<file path="src/rtl/program_loader.sv">
// Boot-time instruction-memory writer: receives a framed, checksummed byte stream
// and writes big-endian 32-bit words to consecutive addresses while holding the CPU in clear.
module program_loader #(
  parameter int unsigned ADDR_W    = 8,
  parameter int unsigned BASE_ADDR = 0
) (
  input  logic              clk,
  input  logic              clr,
  input  logic              start,
  input  logic              rx_valid,
  input  logic [7:0]        rx_data,
  output logic              rx_ready,
  output logic              mem_wen,
  output logic [ADDR_W-1:0] mem_addr,
  output logic [31:0]       mem_data,
  output logic              cpu_hold,
  output logic              busy,
  output logic              done,
  output logic              error
);

  localparam int unsigned CNT_W = 9;

  typedef enum logic [2:0] {
    S_IDLE,
    S_COUNT,
    S_BYTES,
    S_WRITE,
    S_CSUM,
    S_DONE,
    S_ERROR
  } state_t;

  state_t           state;
  logic [CNT_W-1:0] words_left;
  logic [1:0]       byte_cnt;
  logic [7:0]       csum;
  logic             accept;

  assign accept = rx_valid && rx_ready;

  // Bytes shift straight into mem_data; after four shifts it holds the complete word.
  always_ff @(posedge clk or posedge clr) begin
    if (clr) begin
      state      <= S_IDLE;
      words_left <= '0;
      byte_cnt   <= '0;
      csum       <= '0;
      rx_ready   <= 1'b0;
      mem_wen    <= 1'b0;
      mem_addr   <= ADDR_W'(BASE_ADDR);
      mem_data   <= '0;
      cpu_hold   <= 1'b0;
      busy       <= 1'b0;
      done       <= 1'b0;
      error      <= 1'b0;
    end else begin
      mem_wen <= 1'b0;
      done    <= 1'b0;
      case (state)
        S_IDLE: begin
          if (start) begin
            state    <= S_COUNT;
            rx_ready <= 1'b1;
            busy     <= 1'b1;
            cpu_hold <= 1'b1;
          end
        end
        S_COUNT: begin
          if (accept) begin
            // A count byte of zero encodes a full 256-word frame.
            words_left <= {rx_data == 8'd0, rx_data};
            csum       <= rx_data;
            mem_addr   <= ADDR_W'(BASE_ADDR);
            byte_cnt   <= 2'd0;
            state      <= S_BYTES;
          end
        end
        S_BYTES: begin
          if (accept) begin
            mem_data <= {mem_data[23:0], rx_data};
            csum     <= csum ^ rx_data;
            byte_cnt <= byte_cnt + 2'd1;
            if (byte_cnt == 2'd3) begin
              state    <= S_WRITE;
              rx_ready <= 1'b0;
              mem_wen  <= 1'b1;
            end
          end
        end
        S_WRITE: begin
          mem_addr   <= mem_addr + ADDR_W'(1);
          words_left <= words_left - CNT_W'(1);
          rx_ready   <= 1'b1;
          state      <= (words_left == CNT_W'(1)) ? S_CSUM : S_BYTES;
        end
        S_CSUM: begin
          if (accept) begin
            rx_ready <= 1'b0;
            busy     <= 1'b0;
            if (rx_data == csum) begin
              state    <= S_DONE;
              done     <= 1'b1;
              cpu_hold <= 1'b0;
            end else begin
              state <= S_ERROR;
              error <= 1'b1;
            end
          end
        end
        S_DONE: begin
          state <= S_IDLE;
        end
        S_ERROR: begin
          if (start) begin
            state    <= S_COUNT;
            error    <= 1'b0;
            rx_ready <= 1'b1;
            busy     <= 1'b1;
          end
        end
        default: begin
          state <= S_IDLE;
        end
      endcase
    end
  end

endmodule

</file>
<file path="config.mk">
export PLATFORM = sky130hd
export DESIGN_NAME = program_loader
export DESIGN_NICKNAME = d
export VERILOG_FILES = /design/src/rtl/program_loader.sv
export SDC_FILE = /design/constraint.sdc
export NUM_CORES = 1
export LEC_CHECK = 0
export ABC_AREA = 1
export BUFFER_PORTS_ARGS = -buffer_cell sky130_fd_sc_hd__buf_2
export CAP_MARGIN = 0
export CORE_AREA = 2 2 110 112
export DETAILED_ROUTE_END_ITERATION = 6
export DIE_AREA = 0 0 112 114
export GPL_ROUTABILITY_DRIVEN = 0
export PLACE_DENSITY_LB_ADDON = 0.08
export SETUP_SLACK_MARGIN = 0.3
export SLEW_MARGIN = 20
export SYNTH_ARGS = -nofsm -noshare
export SYNTH_HDL_FRONTEND = slang
export SYNTH_SLANG_ARGS = --single-unit
export TNS_END_PERCENT = 50
</file>
<file path="constraint.sdc">
create_clock -name clk -period 3.18 [get_ports clk]
set_clock_uncertainty 0.15 [all_clocks]
set_input_delay 0 -clock clk [delete_from_list [all_inputs] [get_ports clk]]
set_output_delay 0 -clock clk [all_outputs]
set_load 0.01 [all_outputs]
</file>
# Word level (Yosys, flattened, before mapping)
# Cells that the tools add are included.
# W data, S select, Z words.
# word_totals
reg_bits,68
in_bits,12
out_inout_bits,46
word_cells,88
# op_classes
addsub,3
n_eq_ne,17
n_mux,37
n_bitwise,1
reduce_logical,18
# op_table
op,n
$pmux W8 S2,2
$mux W8,3
$mux W3,6
$pmux W9 S2,1
$ne A2 B2 Y1 const B,8
$mux W1,15
$pmux W3 S5,1
$reduce_and A5 Y1,2
$reduce_bool A2 Y1,5
$eq A9 B1 Y1 const B,1
$mux W9,1
$sub A9 B1 Y9 const B,1
$add A8 B1 Y8 const B,1
$eq A8 B8 Y1,1
$logic_not A8 Y1,1
$reduce_and A4 Y1,2
$xor A8 B8 Y8,1
$eq A3 B2 Y1 const B,2
$eq A3 B3 Y1 const B,2
$mux W2,3
$pmux W1 S2,3
$reduce_and A3 Y1,2
$pmux W1 S4,1
$pmux W2 S2,1
9 further kinds,10

# Longest topological paths before layout
# depth
ltp_word,4
depth_mapped,10
depth_no_buf,10

# Worst setup path after synthesis
# No wires, ideal clock.
# synth_timing
kind,register -> register
start,register rx_ready
end,register mem_data[10]
setup_time_ps,125
arrival_ps,1250
t_required_ps,2905
setup_slack_ps,1655
path_stages_with_launch,6
n_path_buf,1
synth_period_minus_slack_ps,1525
path_cell_list,dfrtp_1 > nand2_2 > inv_1 > nand2_2 > buf_6 > mux2_2
# synth_between
elab_chain_cells,2
# synth_rtl
item,line,text
"start, declared",12,"output logic rx_ready,"
"start signal, assigned",49,rx_ready <= 1'b0;
"start signal, assigned",64,rx_ready <= 1'b1;
"start signal, assigned",86,rx_ready <= 1'b0;
$logic_and A1 B1 Y1,40,assign accept = rx_valid && rx_ready;
$reduce_and A2 Y1 (no source line),--,
"end signal, assigned",81,"mem_data <= {mem_data[23:0], rx_data};"
"end, declared",15,"output logic [31:0] mem_data,"
# Every way passes these cells.
# A chain may end at the register's enable or synchronous reset.

# Worst setup path after layout
# layout_timing
start,register state[2]
end,register mem_data[8]
# layout_between
elab_chain_cells,2
# layout_rtl
item,line,text
"start, declared",34,state_t state;
"start signal, assigned",95,state <= (words_left == CNT_W'(1)) ? S_CSUM : S_BYTES;
$eq A3 B2 Y1,60,case (state)
$reduce_and A2 Y1 (no source line),--,
# Every way passes these cells.

==> results.json <==
{
  "wl_per_cell_um": 12.8,
  "drt-pass1-iter-count": 4,
  "cts_tree": "done",
  "synthDominantCellAreaShare_pct": 50.4,
  "cp_slowest_stage_delay_ns": 0.43,
  "regArea_mm2": 0.00170,
  "rsz0062_at_grt": "false",
  "antenna_found_initial": 0,
  "grt_pass1_vias": 2700,
  "hpwl_um": 5440,
  "cap_violations": 0,
  "worst-path-stages": 6,
  "coreArea_mm2": 0.0117,
  "clock-sinks": 68,
  "area_growth_pct": 24.4,
  "clockRootBuffer": "clkbuf_16",
  "final.setup.tns_ns": 0,
  "avgSynthCellArea_um2": 8.41,
  "setup.worst_path.start": "state[2]",
  "diodes": 0,
  "io_buffers": 57,
  "netlist_area_mm2": 0.00338,
  "worstPathRequired_ns": 3.25,
  "htree_levels": 3,
  "cts_made_buffers": 9,
  "ir_worst_vdd_v": 0.000406,
  "synth_warnings": 0,
  "grt_pass1_wl_um": 13500,
  "end_kind": "flip-flop",
  "worstSetupPathType": "reg2reg",
  "crit_top_cell": "nand2_2",
  "yosys-top-cells-area": "dfrtp_1 (50%), nand2_1 (12%), inv_1 (5.0%), o21ai_0 (3.7%), nor2_1 (3.6%)",
  "die_h_um": 114,
  "crit_chain": "inv_2 -> nand2_2 -> nor2_4 -> nand2_2 -> buf_4 -> mux2_1",
  "fin_crit_sh_pct": 64.0,
  "hp-class": "in2async",
  "gr-usage-all-layers_pct": 13.5,
  "p_leak_nw": 2.17,
  "crit_arrival_ns": 2.11,
  "post_cts_buffers": 0,
  "drt-vias-per-instance": 4.46,
  "worstRegToRegCells": 6,
  "critPathTopFamily": "simple AND/OR/NAND/NOR gates",
  "synth.most_common_cell": "nand2_1",
  "vias": 2778,
  "final_nets": 487,
  "ys.flop_type": "dfrtp_1",
  "rows": 40,
  "overflow": 0,
  "final_area_mm2": 0.00420,
  "outcome": "finished, final reports clean",
  "clk_pin_slew_worst_paths_ns": 0.05,
  "num_io_pins": 58,
  "critical-path-slowest-cell": "dfrtp_1",
  "synth_edf_count": 0,
  "totalWireLength_um": 7950,
  "post-route-min-period_ns": 2.04,
  "clockBufferDepth": 2,
  "ant_nets": 0,
  "ys_types": 30,
  "synthArstFlopShare_pct": 100,
  "yosysSeqAreaShare_pct": 50.4,
  "p_per_area_mw_per_mm2": 1000,
  "synth_cells": 402,
  "drc_errors": 0,
  "drive_above_1_share_pct": 22.3,
  "yosysTopAreaCell": "dfrtp_1",
  "die-area_mm2": 0.0128,
  "slew_violations": 0,
  "fillCellCount": 1258,
  "setup_violations": 0,
  "slew_headroom_pct": 58.8,
  "finalHoldViolations": 0,
  "critPathMaxFanout": 57,
  "clock_latency_ns": 0.34,
  "path_buf_inv": 2,
  "drtIter0Drc": 160,
  "die_w_um": 112,
  "dpl_cell_area_mm2": 0.00376,
  "ys_top_cells_by_count": "nand2_1 (107), dfrtp_1 (68), inv_1 (45), nor2_1 (32), o21ai_0 (25)",
  "fmax_mhz": 491,
  "synth_nets": 418,
  "grt_max_degree": 58,
  "cp-start-kind": "flip-flop",
  "start_util_pct": 28.9,
  "synth.ff_latch_count": 68,
  "r2r_start": "state[2]",
  "totalPowerFinal_mw": 4.21,
  "multi_input_area_mm2": 0.00137,
  "worst_pin_slew_ns": 0.619
}
-- routing by layer --
metal | vias up | global-route usage, % | part of all wire (%)
li1 | 1434 | - | -
met1 | 1273 | 19.0 | 51
met2 | 59 | 19.6 | 42
met3 | 12 | 2.87 | 4.2
met5 | - | 0 | 0
met4 | 0 | 7.07 | 2.5
-- tightest hold or removal path: cells and delay by family --
| family | cells | cell delay [ns] |
|---|---|---|
| buf+inv | 4 | 0.98 |
-- repair_timing --
item,in CTS,in global routing
hold buffers,11,0
endpoints found under the hold margin,99,0
gates resized for setup,0,0
-- path summary, 6_finish.rpt --
path,slack (ns),to
worst max-delay path,1.14,mem_data[8]
worst min-delay path,0.11,mem_wen
worst max register to register,1.14,mem_data[8]
worst min register to register,0.32,busy
max in group asynchronous,2.23,words_left[0]
min in group clk,0.32,busy
-- cell usage in the layout, fill, tap and decap left out, drive strengths merged --
| master | netlist | routed |
|---|---|---|
| nor2 | 37 | 37 |
| mux2 | 8 | 8 |
| a21oi | 18 | 18 |
| clkinv | 0 | 2 |
| nand4 | 5 | 5 |
| nand3 | 18 | 18 |
| buf | 12 | 60 |
| dfrtp | 68 | 68 |
| dlygate4sd3 | 0 | 11 |
| nor3 | 2 | 2 |
| xor2 | 2 | 2 |
| clkbuf | 1 | 12 |
| nand2 | 115 | 115 |
| bufinv | 0 | 2 |
| o22ai | 1 | 1 |
| inv | 52 | 52 |
| xnor2 | 1 | 1 |
| o21bai | 2 | 2 |
| ha | 4 | 4 |
| o211ai | 12 | 12 |
| o21ai | 44 | 44 |
-- report_power, final --
group | leakage (nW) | internal (mW) | switching, mW | total (mW)
sequential | 0.838 | 1.26 | 0.277 | 1.54
clock | 0.169 | 0.748 | 0.376 | 1.12
combinational | 1.16 | 0.601 | 0.952 | 1.55
-- final cells by class --
class	instances	area share, %
well taps	147	4.38
clock buffers	12	6.34
clock inverters	4	1.67
multi-input cells	269	32.5
repair buffers	71	9.94
inverters	52	4.70
flip-flops and latches	68	40.5
-- through the flow --
step / worst slack, ns / hold slack [ns] / utilization (%) / cells
after global placement: 1.16 / -0.0755 / 32.1 / 596
after global routing: 0.965 / 0.164 / 35.9 / 623
final: 1.14 / 0.105 / 35.9 / 623
after floorplan: 1.32 / -0.00546 / - / 402
after CTS: 1.14 / 0.123 / 35.9 / 623
after detailed placement: 1.15 / -0.0683 / 32.1 / 596
-- state kept, by name, summed over array words and instances (netlist names) --
register and flops:
error 1, cpu_hold 1, rx_ready 1, mem_addr 8
mem_data 32, csum 8, byte_cnt 2, mem_wen 1
busy 1, words_left 9, state 3, done 1
-- cell families (layout without fill, tap and decap cells) --
| group | count (synthesis) | after routing | synth area share, % |
|---|---|---|---|
| fa+ha+maj | 4 | 4 | 1.48 |
| simple gates | 177 | 177 | 22.8 |
| xor+xnor | 3 | 3 | 0.778 |
| compound gates | 77 | 77 | 12.7 |
| mux | 8 | 8 | 2.67 |
| buf+inv | 65 | 139 | 9.26 |
| flops | 68 | 68 | 50.4 |
Power figures use the tool's default switching activity.
